<file path="src/rtl/ym6045c_bus_arbiter_fsm.sv">
// 68k bus arbiter between the Z80 bank window and VDP DMA: runs BR/BG/BGACK,
// stretches Z80 WAIT over a window access and owns the 9-bit Z80 bank register.
module ym6045c_bus_arbiter_fsm #(
    parameter int ACC_CYCLES = 4,
    parameter int BG_TIMEOUT = 63
) (
    input  logic        CLK,
    input  logic        RESET,
    input  logic        z80_win_req,
    input  logic [14:0] z80_addr,
    input  logic        z80_bank_wr,
    input  logic        z80_bank_din,
    output logic        z80_wait,
    input  logic        dma_req,
    output logic        dma_gnt,
    output logic        m68k_br,
    input  logic        m68k_bg,
    input  logic        m68k_as,
    output logic        m68k_bgack,
    output logic [23:0] bus_addr,
    output logic [1:0]  bus_owner,
    output logic        timeout_err
);

    localparam logic [2:0] S_IDLE = 3'd0;
    localparam logic [2:0] S_REQ  = 3'd1;
    localparam logic [2:0] S_ACK  = 3'd2;
    localparam logic [2:0] S_Z80  = 3'd3;
    localparam logic [2:0] S_DMA  = 3'd4;
    localparam logic [2:0] S_REL  = 3'd5;

    localparam logic [3:0] CNT_LAST = 4'(ACC_CYCLES - 1);
    localparam logic [7:0] TCNT_MAX = 8'(BG_TIMEOUT);

    logic [2:0]  state_q, state_d;
    logic [3:0]  cnt_q, cnt_d;
    logic [7:0]  tcnt_q, tcnt_d;
    logic [8:0]  bank_q, bank_d;
    logic [8:0]  lat_bank_q;
    logic [14:0] lat_addr_q;
    logic        granted, any_req, xfer_last;

    assign granted   = m68k_bg & ~m68k_as;
    assign any_req   = dma_req | z80_win_req;
    assign xfer_last = (state_q == S_Z80) && (cnt_q == CNT_LAST);

    // New bank bit enters at the top; nine writes fill the register.
    assign bank_d = z80_bank_wr ? {z80_bank_din, bank_q[8:1]} : bank_q;

    always_comb begin
        state_d     = state_q;
        timeout_err = 1'b0;
        case (state_q)
            S_IDLE: if (any_req) state_d = S_REQ;
            S_REQ: begin
                if (granted)                   state_d = S_ACK;
                else if (!any_req)             state_d = S_IDLE;
                else if (tcnt_q == TCNT_MAX) begin
                    state_d     = S_IDLE;
                    timeout_err = 1'b1;
                end
            end
            S_ACK: begin
                if (dma_req)          state_d = S_DMA;
                else if (z80_win_req) state_d = S_Z80;
                else                  state_d = S_REL;
            end
            S_Z80: if (xfer_last) state_d = dma_req ? S_ACK : S_REL;
            S_DMA: if (!dma_req) state_d = z80_win_req ? S_ACK : S_REL;
            S_REL:   state_d = S_IDLE;
            default: state_d = S_IDLE;
        endcase
    end

    // Both counters restart on any state change.
    always_comb begin
        cnt_d  = cnt_q;
        tcnt_d = tcnt_q;
        if (state_d != state_q) begin
            cnt_d  = 4'd0;
            tcnt_d = 8'd0;
        end else begin
            if (state_q == S_Z80) cnt_d  = cnt_q + 4'd1;
            if (state_q == S_REQ) tcnt_d = tcnt_q + 8'd1;
        end
    end

    always_ff @(posedge CLK) begin
        if (RESET) begin
            state_q    <= S_IDLE;
            cnt_q      <= 4'd0;
            tcnt_q     <= 8'd0;
            bank_q     <= 9'd0;
            lat_bank_q <= 9'd0;
            lat_addr_q <= 15'd0;
        end else begin
            state_q <= state_d;
            cnt_q   <= cnt_d;
            tcnt_q  <= tcnt_d;
            bank_q  <= bank_d;
            // Latch uses bank_d so a write on the entry edge is included.
            if (state_d == S_Z80 && state_q != S_Z80) begin
                lat_bank_q <= bank_d;
                lat_addr_q <= z80_addr;
            end
        end
    end

    assign m68k_br    = (state_q == S_REQ);
    assign m68k_bgack = (state_q == S_ACK) || (state_q == S_Z80) || (state_q == S_DMA);
    assign dma_gnt    = (state_q == S_DMA);
    assign bus_owner  = (state_q == S_Z80) ? 2'd1 : (state_q == S_DMA) ? 2'd2 : 2'd0;
    assign z80_wait   = z80_win_req & ~xfer_last;
    assign bus_addr   = {lat_bank_q, lat_addr_q};

endmodule

</file>
<file path="config.mk">
export PLATFORM = sky130hd
export DESIGN_NAME = ym6045c_bus_arbiter_fsm
export DESIGN_NICKNAME = d
export VERILOG_FILES = /design/src/rtl/ym6045c_bus_arbiter_fsm.sv
export SDC_FILE = /design/constraint.sdc
export NUM_CORES = 1
export LEC_CHECK = 0
export CAP_MARGIN = 20
export CORE_UTILIZATION = 43
export DETAILED_ROUTE_END_ITERATION = 12
export HOLD_SLACK_MARGIN = 0.15
export PLACE_DENSITY = 0.75
export RECOVER_POWER = 25
export REMOVE_ABC_BUFFERS = 1
export SLEW_MARGIN = 20
export SYNTH_ARGS = -nofsm -noshare
export SYNTH_HDL_FRONTEND = slang
export SYNTH_SLANG_ARGS = --single-unit
</file>
<file path="constraint.sdc">
create_clock -name CLK -period 1.8 [get_ports CLK]
set_clock_uncertainty 0.05 [all_clocks]
set_input_delay 0.36 -clock CLK [delete_from_list [all_inputs] [get_ports CLK]]
set_output_delay 0.36 -clock CLK [all_outputs]
set_load 0.02 [all_outputs]
</file>
# Word-level counts from Yosys, hierarchy flattened
# Cells that the tools add are included.
# op_classes
addsub	2
n_eq_ne	9
muxes	18
n_bitwise	5
n_reduce_logical	6
# op_table
cell	n
$mux 3	10
$pmux 3 s5	1
$eq 3x2->1 const B	3
$mux 9	1
$add 8x1->8 const B	1
$eq 8x6->1 const B	1
$add 4x1->4 const B	1
$eq 4x2->1 const B	1
$mux 1	4
$mux 2	2
$eq 3x1->1 const B	1
$eq 3x3->1 const B	1
$logic_not 3->1	1
$ne 3x2->1 const B	1
$ne 3x3->1	1
$and 1x1->1	2
$logic_and 1x1->1	2
$logic_or 1x1->1	2
$not 1->1	2
$reduce_or 2->1	1
$or 1x1->1	1
# totals
ff_bits	48
inputBits	23
out_inout_bits	31
wordCells	46

# Logic depth before layout (Yosys ltp)
# depth
depth_word	7
depth_mapped	7
mapped_depth_nobuf	6

# Worst setup path after synthesis
# OpenSTA, ideal clock, no wires.
# synth_timing
kind	reg-to-reg
startpoint	register cnt_q[0]
endpoint	register tcnt_q[5]
setup_time_ps	115
t_arrival_ps	1579
required_time_ps	1635
slack_ps	56
path_stages_with_launch	8
n_path_buf	1
period_less_slack_ps	1744
cell_sequence	dfxtp_1 > ha_1 > or3b_1 > o221ai_1 > o21ai_0 > o211ai_2 > buf_6 > nor2_1
# synth_via
elab_chain_len	6
# synth_lines
item	line	source
from (decl)	36	logic [3:0] cnt_q, cnt_d;
from (signal assigned)	98	cnt_q <= cnt_d;
$eq 4x2->1	45	assign xfer_last = (state_q == S_Z80) && (cnt_q == CNT_LAST);
$logic_and 1x1->1	45	
$mux 3	68	S_Z80: if (xfer_last) state_d = dma_req ? S_ACK : S_REL;
$pmux 3 s5	53	case (state_q)
$ne 3x3->1	79	if (state_d != state_q) begin
$reduce_or 2->1 (no source line)	--	
to (signal assigned)	99	tcnt_q <= tcnt_d;
to (decl)	37	logic [7:0] tcnt_q, tcnt_d;
# Every way passes these cells.
# A chain may end at the register's enable or synchronous reset.

# Worst setup path after layout
# layout_timing
startpoint	register tcnt_q[3]
endpoint	output port timeout_err
# layout_via
elab_chain_len	5
# layout_lines
item	line	source
$eq 8x6->1	58	else if (tcnt_q == TCNT_MAX) begin
$mux 1	58	
$mux 1	57	else if (!any_req) state_d = S_IDLE;
$mux 1	56	if (granted) state_d = S_ACK;
$mux 1	53	
to (decl)	22	output logic timeout_err
# Every way passes these cells.

==> results by group <==
Route
  • Detail Route Antenna Nets: 0
  • Total Wirelength: 5.03 mm
  • Avg Vias per Cell: 5.03
  • Via count: 1,916
  • Average routed wire per standard cell: 13.2 µm
  • Starting DRT DRC Count: 68
  • DRC Markers: 0
  • DRT Pass-1 Iters: 4

Cells and area
  • Final Instance Area: 0.00324 mm²
  • Syn-to-layout area delta: 61.5%
  • Layout cells sized above 1: 30.4%
  • Final nets: 353
  • Filler cells: 340
  • Antenna Cells: 0
  • Fin util: 73.3%
  • Non-Filler Instances: 381

Place
  • Placed Cells incl. Taps: 366
  • Dpl cell area: 0.00287 mm²
  • Dpl hpwl: 3.29 mm
  • Port bufs: 53
  • Final Wtd Congestion: 0.864

Flow run
  • Maxcap violations: 0

Status
  • Failing checks: negative setup slack
  • Status: complete, but fails checks

Logic synthesis
  • Largest family of logic cells by synthesized area: simple AND/OR/NAND/NOR gates
  • Synth Instances: 231
  • Synth Cell Area: 0.00200 mm²
  • Count leader, synth: dfxtp_1
  • Post-synthesis xor/xnor area fraction: 4.37%
  • FFs w/ async S/R, synth: 0%
  • Adder-cell area share of the yosys netlist: 1.25%
  • Mux cell area share after synthesis: 5.50%
  • Area share of the largest cell type after synthesis: 48.0%
  • Post-synth EDFFs: 0
  • Complex-gate fraction of the synthesized area: 13.4%
  • YS warnings: 0
  • Largest cells by area after synthesis: dfxtp_1 48%, nor2_1 7.3%, nand2_1 7.1%
  • Main synth FF type: dfxtp_1
  • Synth unique cells: 37
  • Top post-synthesis cells by count: 48 x dfxtp_1, 39 x nor2_1, 38 x nand2_1
  • Seq/Total Area, Yosys: 48.0%
  • Synthesized flop and latch total: 48
  • Synth Area per Inst: 8.67 µm²
  • Post-synthesis simple-gate area fraction: 23.7%
  • Yosys top cell by area: dfxtp_1

Pwr
  • P_leak: 1.23 nW
  • Worst VDD drop: 432 µV
  • Power Density: 731 mW/mm²

STA
  • Fin. Hold Viols: 0
  • Setup-failing EPs final: 10
  • Crit path time final: 1920 ps
  • Fmax: 521 MHz
  • Final worst slack: -120 ps
  • Least-Margin Pin Slew: 695 ps
  • Rel. slew slack: 53.7%
  • Period utilisation layout: 107%
  • RSZ-0062 raised after global routing: yes
  • Final slew viol count: 0

Min path
  • Hold crit path type: reg -> reg
  • Hold path cells: 2

Floorplanning
  • # rows: 24
  • Core ar.: 0.00441 mm²
  • Die height: 70.3 µm
  • Chip width: 70.3 µm
  • Die Area: 0.00494 mm²
  • Io pins: 54
  • Initial core utilization: 45.4%

CTS
  • Cts hold-fix bufs: 0
  • H-tree depth: 2
  • Clk_lat worst skew: 300 ps
  • CTS max path bufs: 2
  • Clock Sinks: 48
  • Clock transition at path regs: 90 ps
  • Num CTS Buffers: 5
  • CTS Root Cell: clkbuf_8
  • CTS tree: yes

Setup path
  • Req. time, crit path: 1390 ps
  • R2r worst-path depth: 8
  • Highest cell delay on the worst timing path: 330 ps
  • CP Data Arrival Time: 1510 ps
  • CP max-delay cell: dfxtp_2
  • Kind of end point of the critical path: primary output
  • Cells along the critical path: nand4_1 > nor4b_4 > buf_4 > inv_2 > nor2_2 > buf_6
  • Type of origin of the critical path: flip-flop
  • Worst Path Max Fanout: 2
  • Setup CP Type: reg -> out

GRT
  • Grt ovf: 0
  • First-pass GRT wire length: 7.98 mm
  • Grt met2 use: 35.9%
  • Pin count of the biggest net entering global routing: 37
  • Number of global-route vias before repair: 1,861
  • Overall Global Routing Usage: 20.2%
  • M3 GR Usage: 4.47%
  • GRT Max-Usage Layer: met2
  • Met1 GRT Util: 23.2%
  • Initial antenna violation count: 0
[layer usage]
metal | up-vias | wire, µm
met1 | 875 | 2190
met5 | - | 0
met3 | 10 | 257
met2 | 60 | 2510
li1 | 971 | -
met4 | 0 | 70
[state kept, by name (all words and copies together), names as in the netlist]
name,count
lat_addr_q,15
tcnt_q,8
cnt_q,4
lat_bank_q,9
bank_q,9
state_q,3
[logic make-up after synthesis]
kind of cell | count (synthesis)
muxes | 11
adders and majority gates | 2
and+or+nand+nor | 103
buffers and inverters | 16
xor gates and xnor gates | 10
DFF | 48
AOI/OAI and AO/OA | 41
[power breakdown]
| group | internal (mW) | switching [mW] |
|---|---|---|
| clock | 0.559 | 0.366 |
| sequential | 1.07 | 0.0124 |
| combinational | 0.185 | 0.167 |
| total | 1.82 | 0.546 |
[what timing repair did]
item | CTS | global route
gates cloned | 0 | 1
gates resized for setup | 45 | 37
endpoints found under the setup margin | 20 | 41
setup buffers | 0 | 6
pin swaps | 8 | 20
[cell type report]
type / instances / area, µm² / area share, %
Sequential cell: 48 / 977 / 30.2
Inverter: 2 / 7.51 / 0.232
Clock inverter: 3 / 68.8 / 2.13
Tap cell: 52 / 65.1 / 2.01
Clock buffer: 5 / 68.8 / 2.13
Timing Repair Buffer: 104 / 943 / 29.2
Multi-Input combinational cell: 167 / 1100 / 34.1
[cells in the final DEF (no fill, tap or decap), types with 2 or more instances in the layout]
master,instances
a211oi_1,9
a21oi_1,19
buf_4,43
buf_6,8
bufinv_16,2
clkbuf_8,5
clkdlybuf4s15_2,4
clkdlybuf4s50_1,43
dfxtp_1,39
dfxtp_2,7
dfxtp_4,2
dlymetal6s2s_1,2
mux2i_1,11
nand2_1,37
nand2b_1,7
nand3_1,3
nand4_1,4
nor2_1,30
nor2_2,6
nor2_4,3
nor3_1,2
o21ai_2,2
xnor2_1,4
xor2_1,6
[critical path, delay by kind of cell (launching register included)]
kind                   cells  cell delay, ps
buffers and inverters      3             300
flip-flops                 1             330
AND/OR/NAND/NOR            3             570
[final timing paths]
path,from,endpoint,slack (ps)
max,tcnt_q[3],timeout_err,-120
min,lat_addr_q[0],lat_addr_q[0],410
max reg2reg,cnt_q[1],tcnt_q[0],-20
min reg2reg,lat_addr_q[0],lat_addr_q[0],410
[stage by stage]
step / power [mW] / setup TNS (ps) / setup slack (ps) / hold WS [ps]
global placement: 1.41 / -9830 / -373 / 391
global route: 2.46 / -1630 / -213 / 432
floorplan: 1.23 / -482 / -142 / 379
finish: 2.36 / -295 / -120 / 406
CTS: 2.35 / -241 / -114 / 409
detailed placement: 1.41 / -10570 / -399 / 396
(Power assumes the default switching activity.)
